==> src/rtl/wb_queue.sv <==
// wb_queue: circular write-back queue feeding a single register-file write port,
// with youngest-entry forwarding lookups for two decode-stage source registers.
`default_nettype none

module wb_queue #(
  parameter int DEPTH = 4
) (
  input  logic                     clk,
  input  logic                     rst,
  input  logic                     in_valid,
  output logic                     in_ready,
  input  logic [4:0]               in_rd,
  input  logic [31:0]              in_wd,
  input  logic                     gpr_stall,
  output logic                     gpr_we,
  output logic [4:0]               gpr_rd,
  output logic [31:0]              gpr_wd,
  input  logic [4:0]               q_rs,
  input  logic [4:0]               q_rt,
  output logic                     hit_a,
  output logic                     hit_b,
  output logic [31:0]              fwd_a,
  output logic [31:0]              fwd_b,
  output logic [$clog2(DEPTH):0]   count
);

  localparam int AW = $clog2(DEPTH);
  localparam int CW = AW + 1;

  logic [4:0]    rd_mem [DEPTH];
  logic [31:0]   wd_mem [DEPTH];
  logic [AW-1:0] head;
  logic [AW-1:0] tail;
  logic          push;
  logic          pop;

  assign in_ready = (count < CW'(DEPTH));
  // Writes to r0 complete the handshake but are never stored.
  assign push     = in_valid && in_ready && (in_rd != 5'd0);
  assign gpr_we   = (count != '0) && !gpr_stall;
  assign pop      = gpr_we;
  assign gpr_rd   = gpr_we ? rd_mem[head] : 5'd0;
  assign gpr_wd   = gpr_we ? wd_mem[head] : 32'd0;

  always_ff @(posedge clk or negedge rst) begin
    if (!rst) begin
      head  <= '0;
      tail  <= '0;
      count <= '0;
    end else begin
      if (push) tail <= tail + AW'(1);
      if (pop)  head <= head + AW'(1);
      if (push && !pop)
        count <= count + CW'(1);
      else if (pop && !push)
        count <= count - CW'(1);
    end
  end

  // Entry payload needs no reset; validity comes from head/count alone.
  always_ff @(posedge clk) begin
    if (push) begin
      rd_mem[tail] <= in_rd;
      wd_mem[tail] <= in_wd;
    end
  end

  // Walk oldest to youngest so the last match wins.
  always_comb begin
    hit_a = 1'b0;
    hit_b = 1'b0;
    fwd_a = 32'd0;
    fwd_b = 32'd0;
    for (int k = 0; k < DEPTH; k++) begin
      if (CW'(k) < count) begin
        if ((q_rs != 5'd0) && (rd_mem[head + AW'(k)] == q_rs)) begin
          hit_a = 1'b1;
          fwd_a = wd_mem[head + AW'(k)];
        end
        if ((q_rt != 5'd0) && (rd_mem[head + AW'(k)] == q_rt)) begin
          hit_b = 1'b1;
          fwd_b = wd_mem[head + AW'(k)];
        end
      end
    end
  end

endmodule

`default_nettype wire

==> config.mk <==
export PLATFORM = sky130hd
export DESIGN_NAME = wb_queue
export DESIGN_NICKNAME = d
export VERILOG_FILES = /design/src/rtl/wb_queue.sv
export SDC_FILE = /design/constraint.sdc
export NUM_CORES = 1
export LEC_CHECK = 0
export CAP_MARGIN = 0
export CORE_MARGIN = 3
export CORE_UTILIZATION = 30
export CTS_BUF_LIST = sky130_fd_sc_hd__clkbuf_4 sky130_fd_sc_hd__clkbuf_8
export DETAILED_ROUTE_END_ITERATION = 10
export RECOVER_POWER = 100
export SLEW_MARGIN = 20
export SYNTH_ARGS = -nofsm -noshare
export SYNTH_HDL_FRONTEND = slang
export SYNTH_SLANG_ARGS = --single-unit
==> constraint.sdc <==
create_clock -name clk -period 2.65 [get_ports clk]
set_input_delay 0.53 -clock clk [delete_from_list [all_inputs] [get_ports clk]]
set_output_delay 0.53 -clock clk [all_outputs]
set_load 0.05 [all_outputs]
==> results.toml, run 1 <==
[outcome]
outcome = "finished with violations"
violations = "setup timing"

[logic_synthesis]
ys_seq_area_share_pct = 39.0
yosys_most_used_dff = "edfxtp_1"
ys_top_cells_by_area = "edfxtp_1 (38%), mux2i_1 (12%), nand2_1 (5.9%), mux4_2 (3.6%), mux2_2 (3.5%)"
synth_edf_count = 148
postSynthAreaPerCell_sq_um = 9.67
synthArstFlopShare_pct = 4.52
syn-instance-count = 1225
synth_area_sq_um = 11900
syn_nets = 1285
yosys_warnings = 0
synth_top_area_share_pct = 37.5
synth_cell_types = 51
ys_ff_latch = 155
synth_top_cell_by_area = "edfxtp_1"

[setup_path]
path_common_cell = "buf_12"
slowest_delay_ns = 0.54
crit_type = "reg -> out"
critPathLaunchType = "register"
end_kind = "primary output"
crit_fanout = 14
worstPathArrival_ns = 3.36
worstPathRequired_ns = 2.12
crit_path_cell_trace = "buf_12 -> mux4_2 -> xnor2_2 -> nand4_1 -> nor3_4 -> buf_12 -> buf_12 -> a31oi_2 -> a211oi_4 -> buf_12"
cpMaxStageDelayCell = "mux4_2"

[timing]
hold_viol_final = 0
max_slew_margin_pct = 53.3
skew_ns = 0.0135
tns_ns = -85.88
fmax_mhz = 257
worst_slack_ns = -1.24
fin_crit_ns = 3.89
setup_viol = 104
rsz0062_at_grt = "yes"
fin_crit_sh_pct = 147
holdWs_ns = 0.382
worst_pin_slew_ns = 0.701
finalMaxSlewViolations = 0

[route]
drc = 0
ant_nets = 0
num_vias = 11500
drt_iter0_markers = 961
routed_via_density = 5.57
dr.pass1.iters = 5
wl_per_cell_um = 23.6
wl_mm = 48.7

[clock_tree]
cts_root_buffer = "clkbuf_8"
clock-sinks = 155
cts_tree = "done"
path_clk_slew_ns = 0.10
h-tree-depth = 4
clockBufferDepth = 2
numCtsBuffers = 17
clkLatencyLatePin_ns = 0.48

[layout]
multi_input_area_sq_um = 8530
fin_area_sq_um = 20100
final_common_cell = "edfxtp_1"
nets = 1590
ff_latch_area_sq_um = 4630
mostFrequentLayoutCells = "edfxtp_1 (148), buf_12 (141), nand2_1 (128), mux2i_1 (105), buf_4 (105)"
drive_gt1_share_pct = 48.9
final_cells = 2061
syn_to_final_growth_pct = 69.3
post-route-util_pct = 51.7
n_fill_cell = 3294

[place]
place_hpwl_mm = 30.0
numPortBuffers = 158
place.gp.congestion = 0.865
post-place-ws_ns = -0.778
placed_cells = 1965
placed_cell_area_sq_um = 17300

[pwr]
p_total_mw = 26.3
leakagePower_nw = 7.76
ir_worst_vdd_v = 0.000872
cellPowerDensity_nw_per_um2 = 1310

[grt]
use_met1_pct = 26.7
grt_overflow = 0
grt_max_degree = 58
grt_first_pass_wirelength_mm = 68.8
grt_pass1_vias = 11500
grt.met3_usage_pct = 3.54
top_usage_layer = "met2"
antenna_found_initial = 4
track_usage_pct = 21.4
met2_usage_pct = 38.2

[floorplanning]
die_height_um = 205
rows = 72
die-area_sq_um = 41900
io_pins = 159
core_sq_um = 38800
start_util_pct = 30.5
die_w_um = 205

[job]
maxCapViolCount = 0

[worst_hold_path]
min_path_type = "in -> async"
==> power by group <==
part,switching (mW),total [mW],internal [mW]
sequential,0.234,3.33,3.09
clock,0.995,1.94,0.947
combinational,11.3,21.0,9.69
==> worst max-delay path: cells and delay by family, from the launching register on <==
kind	cells	cell delay [ns]
AO/OA/AOI/OAI	2	0.50
XOR/XNOR	1	0.18
buffers and inverters	4	0.65
flip-flops	1	0.49
multiplexers	1	0.54
AND/OR/NAND/NOR	2	0.51
==> sequential cells by signal (all words and copies together) (netlist names) <==
register  cells
head          2
tail          2
wd_mem      128
rd_mem       20
count         3
==> cell usage after synthesis (all sizes together) (2+ instances only) <==
library cell and count:
mux4 19, xor2 9, clkbuf 55, or2 2, o21ai 99, mux2 38, nand4 5, a21oi 34
a211o 2, a21o 32, dfrtp 7, nand3 5, edfxtp 148, a31oi 31, nor4 3, a221oi 32
a211oi 36, nor2 70, ha 9, buf 63, and2 11, and3 32, nand2b 2, nor3 68
nand2 187, mux2i 138, or3 2, inv 38, xnor2 36
==> worst paths after layout <==
kind / endpoint / startpoint / cells past startpoint / slack (ns)
min in group clk: count[0] / count[0] / 2 / 0.62
worst min-delay path: count[2] / rst / 1 / 0.38
worst max register to register: wd_mem[3][11] / count[2] / 5 / 0.46
worst max-delay path: fwd_a[0] / head[0] / 10 / -1.24
worst min register to register: count[0] / count[0] / 2 / 0.62
max in group asynchronous: head[1] / rst / 1 / 1.97
==> layer usage <==
metal,up-vias,wire length (um)
met5,-,20
met4,4,1280
met3,107,3460
met2,517,24700
met1,5750,19300
li1,5107,-
==> what timing repair did <==
| action | CTS | global route |
|---|---|---|
| gates resized for setup | 176 | 192 |
| pin swaps | 25 | 54 |
| setup buffers | 12 | 40 |
| cloned | 14 | 12 |
| hold buffers | 0 | 0 |
| endpoints found under the setup margin | 104 | 103 |
==> layout make-up <==
| class | instances | share of cell area (%) |
|---|---|---|
| Multi-Input combinational cell | 913 | 42.5 |
| Clock buffer | 18 | 1.20 |
| Sequential cell | 155 | 23.1 |
| Tap cell | 518 | 3.23 |
| Antenna cell | 1 | 0.0125 |
| Inverter | 39 | 0.817 |
| Clock inverter | 13 | 0.817 |
| Timing Repair Buffer | 404 | 28.3 |
==> kinds of logic (layout without fill, tap and decap cells) <==
| group | Yosys count | in the layout | share of synthesized area, % |
|---|---|---|---|
| other | 0 | 1 | 0 |
| muxes | 195 | 195 | 18.9 |
| and+or+nand+nor | 390 | 390 | 15.8 |
| buffers and inverters | 157 | 474 | 6.03 |
| adders and majority gates | 9 | 9 | 0.950 |
| xor gates and xnor gates | 45 | 45 | 3.33 |
| AOI/OAI and AO/OA | 274 | 274 | 16.0 |
| DFF | 155 | 155 | 39.0 |
No activity file was read; power rests on OpenSTA's default activity.
==> run 2: changes to the inputs <==
--- a/config.mk
+++ b/config.mk
@@ -11,7 +11,6 @@
 export CTS_BUF_LIST = sky130_fd_sc_hd__clkbuf_4 sky130_fd_sc_hd__clkbuf_8
 export DETAILED_ROUTE_END_ITERATION = 10
 export RECOVER_POWER = 100
-export SLEW_MARGIN = 20
 export SYNTH_ARGS = -nofsm -noshare
 export SYNTH_HDL_FRONTEND = slang
 export SYNTH_SLANG_ARGS = --single-unit
==> results of run 2 <==
The final DEF is identical to that of run 1; final timing and power are the same.
==> run 3: changes to the inputs <==
--- a/config.mk
+++ b/config.mk
@@ -10,6 +10,7 @@
 export CORE_UTILIZATION = 30
 export CTS_BUF_LIST = sky130_fd_sc_hd__clkbuf_4 sky130_fd_sc_hd__clkbuf_8
 export DETAILED_ROUTE_END_ITERATION = 10
+export GPL_TIMING_DRIVEN = 0
 export RECOVER_POWER = 100
 export SYNTH_ARGS = -nofsm -noshare
 export SYNTH_HDL_FRONTEND = slang
==> run 3 against run 2 <==
Against the previous run: the run still ends with setup timing left; cell count down 5.0%; critical path depth unchanged; global-route usage up 0.11 points; worst setup slack better by 0.050 ns; fmax up 1.3%; power down 19%; clock skew up 0.0092 ns; largest power group unchanged; highest routed layer unchanged.
==> results.toml, run 3 (synthesized netlist as in run 1, its figures left out) <==
[outcome]
outcome = "finished with violations"
violations = "setup timing"

[place]
place.gp.congestion = 0.907
post-place-ws_ns = -1.87
place_hpwl_mm = 32.1
numPortBuffers = 148

[setup_path]
worstPathRequired_ns = 2.12
crit_fanout = 10
r2r-start = "count[1]"
crit_path_cell_trace = "buf_12 -> mux4_2 -> xor2_1 -> or4_4 -> buf_6 -> buf_8 -> nor3_2 -> a221oi_4 -> o21ai_4 -> buf_6"
worstPathArrival_ns = 3.31
path_common_cell = "buf_6"
path_delay_family = "simple AND/OR/NAND/NOR gates"
worstPathBufferInverterCount = 4
ff2ff_setup_slack_ns = 0.11
end_kind = "primary output"
r2r_cells = 9
critPathLaunchType = "register"
slowest_delay_ns = 0.58
cpMaxStageDelayCell = "mux4_2"
reg2reg_to = "count[2]"
crit_type = "reg -> out"

[timing]
fmax_mhz = 261
tns_ns = -96.72
fin_crit_sh_pct = 145
worst_slack_ns = -1.19
worst_pin_slew_ns = 0.824
fin_crit_ns = 3.84
max_slew_margin_pct = 45.1
hold_viol_final = 0
holdWs_ns = 0.370
setup_viol = 100
skew_ns = 0.0227
rsz0062_at_grt = "yes"
finalMaxSlewViolations = 0

[layout]
nets = 1485
multi_input_area_sq_um = 8120
n_fill_cell = 3632
mostFrequentLayoutCells = "nand2_1 (180), edfxtp_1 (148), mux2i_1 (130), buf_6 (88), o21ai_0 (61)"
post-route-util_pct = 43.4
syn_to_final_growth_pct = 42.2
top_regs = "wd_mem (128), rd_mem (20), count (3)"
final_common_cell = "nand2_1"
ff_latch_area_sq_um = 4620
drive_gt1_share_pct = 35.7
largest-register = "wd_mem"
largest_reg_flops = 128

[route]
wl_per_cell_um = 23.7
ant_nets = 0
wl_mm = 46.3
drt_iter0_markers = 957
routed_via_density = 5.54
drc = 0
num_vias = 10800
dr.pass1.iters = 5

[clock_tree]
numCtsBuffers = 17
clockBufferDepth = 2
clkLatencyLatePin_ns = 0.48
cts_tree = "done"
clock-sinks = 155
ctsHoldBuffers = 0
cts_root_buffer = "clkbuf_8"
h-tree-depth = 4
path_clk_slew_ns = 0.10

[floorplanning]
core_sq_um = 38800
rows = 72
die-area_sq_um = 41900
die_w_um = 205
start_util_pct = 30.5
io_pins = 159
die_height_um = 205

[pwr]
cellPowerDensity_nw_per_um2 = 1270
leakagePower_nw = 6.62
p_total_mw = 21.3
ir_worst_vdd_v = 0.000709

[grt]
antenna_found_initial = 4
track_usage_pct = 21.6
grt_overflow = 0
grt_first_pass_wirelength_mm = 68.0
grt_max_degree = 26
grt_pass1_vias = 10900

[worst_hold_path]
min_path_type = "in -> async"

[job]
maxCapViolCount = 0
run 3: cell types whose count changed in the layout (fill, tap and decap cells not counted), sizes merged:
cell	change
dlygate4sd3	+1
buf	-150
clkinv	-4
bufbuf	-4
clkdlybuf4s50	-11
inv	+3
clkdlybuf4s15	+4
dlygate4sd2	+23
clkbuf	+34
run 3: cell type report:
| class | instances | area share [%] |
|---|---|---|
| Timing Repair Buffer | 181 | 11.0 |
| Sequential cell | 155 | 27.4 |
| Buffer | 118 | 5.98 |
| Antenna cell | 1 | 0.0148 |
| Inverter | 39 | 0.928 |
| Tap cell | 518 | 3.85 |
| Multi-Input combinational cell | 913 | 48.2 |
| Clock buffer | 20 | 1.63 |
| Clock inverter | 12 | 0.921 |
run 3: worst max-delay path by stage:
stage / start / end / depth (start not counted)
after CTS: head[0] / fwd_a[30] / 11
after detailed placement: head[1] / fwd_b[1] / 10
after global routing: head[1] / fwd_a[2] / 9
final: head[0] / fwd_b[18] / 10
after floorplan: head[0] / fwd_a[11] / 9
after global placement: head[1] / fwd_b[1] / 10
run 3: worst reg2reg max path, stage by stage, from the launching register on:
cell and delay [ns]:
dfrtp_1 0.46, inv_1 0.15, ha_1 0.16, a21o_1 0.11
buf_4 0.20, clkbuf_1 0.63, ha_1 0.33, mux2i_1 0.21
nor2_1 0.07, xnor2_1 0.12
run 3: routing by layer:
layer,vias to the layer above,part of all wire (%),track usage (%),wire length [um]
met2,468,48,35.6,22000
li1,4894,-,-,-
met3,85,7.2,4.39,3310
met5,-,0.076,0,35
met1,5392,42,28.3,19500
met4,6,3.1,7.00,1430
run 3: stage by stage:
step | instance area, sq um | std cells
floorplan | 12800 | 1225
global placement | 15000 | 1891
detailed placement | 15100 | 1895
CTS | 16400 | 1948
global route | 16800 | 1956
finish | 16900 | 1957
run 3: power by group:
part           internal [mW]  leakage, nW  switching (mW)
clock                   1.02        0.226           0.980
sequential              3.08         1.42           0.223
combinational           5.76         4.97            10.3
run 3: timing repair:
| action | 4_1_cts | 5_1_grt |
|---|---|---|
| buffers inserted | 19 | 7 |
| resized for setup | 670 | 139 |
| pin swaps | 14 | 39 |
| cloned | 2 | 1 |
| endpoints found under the setup margin | 106 | 104 |
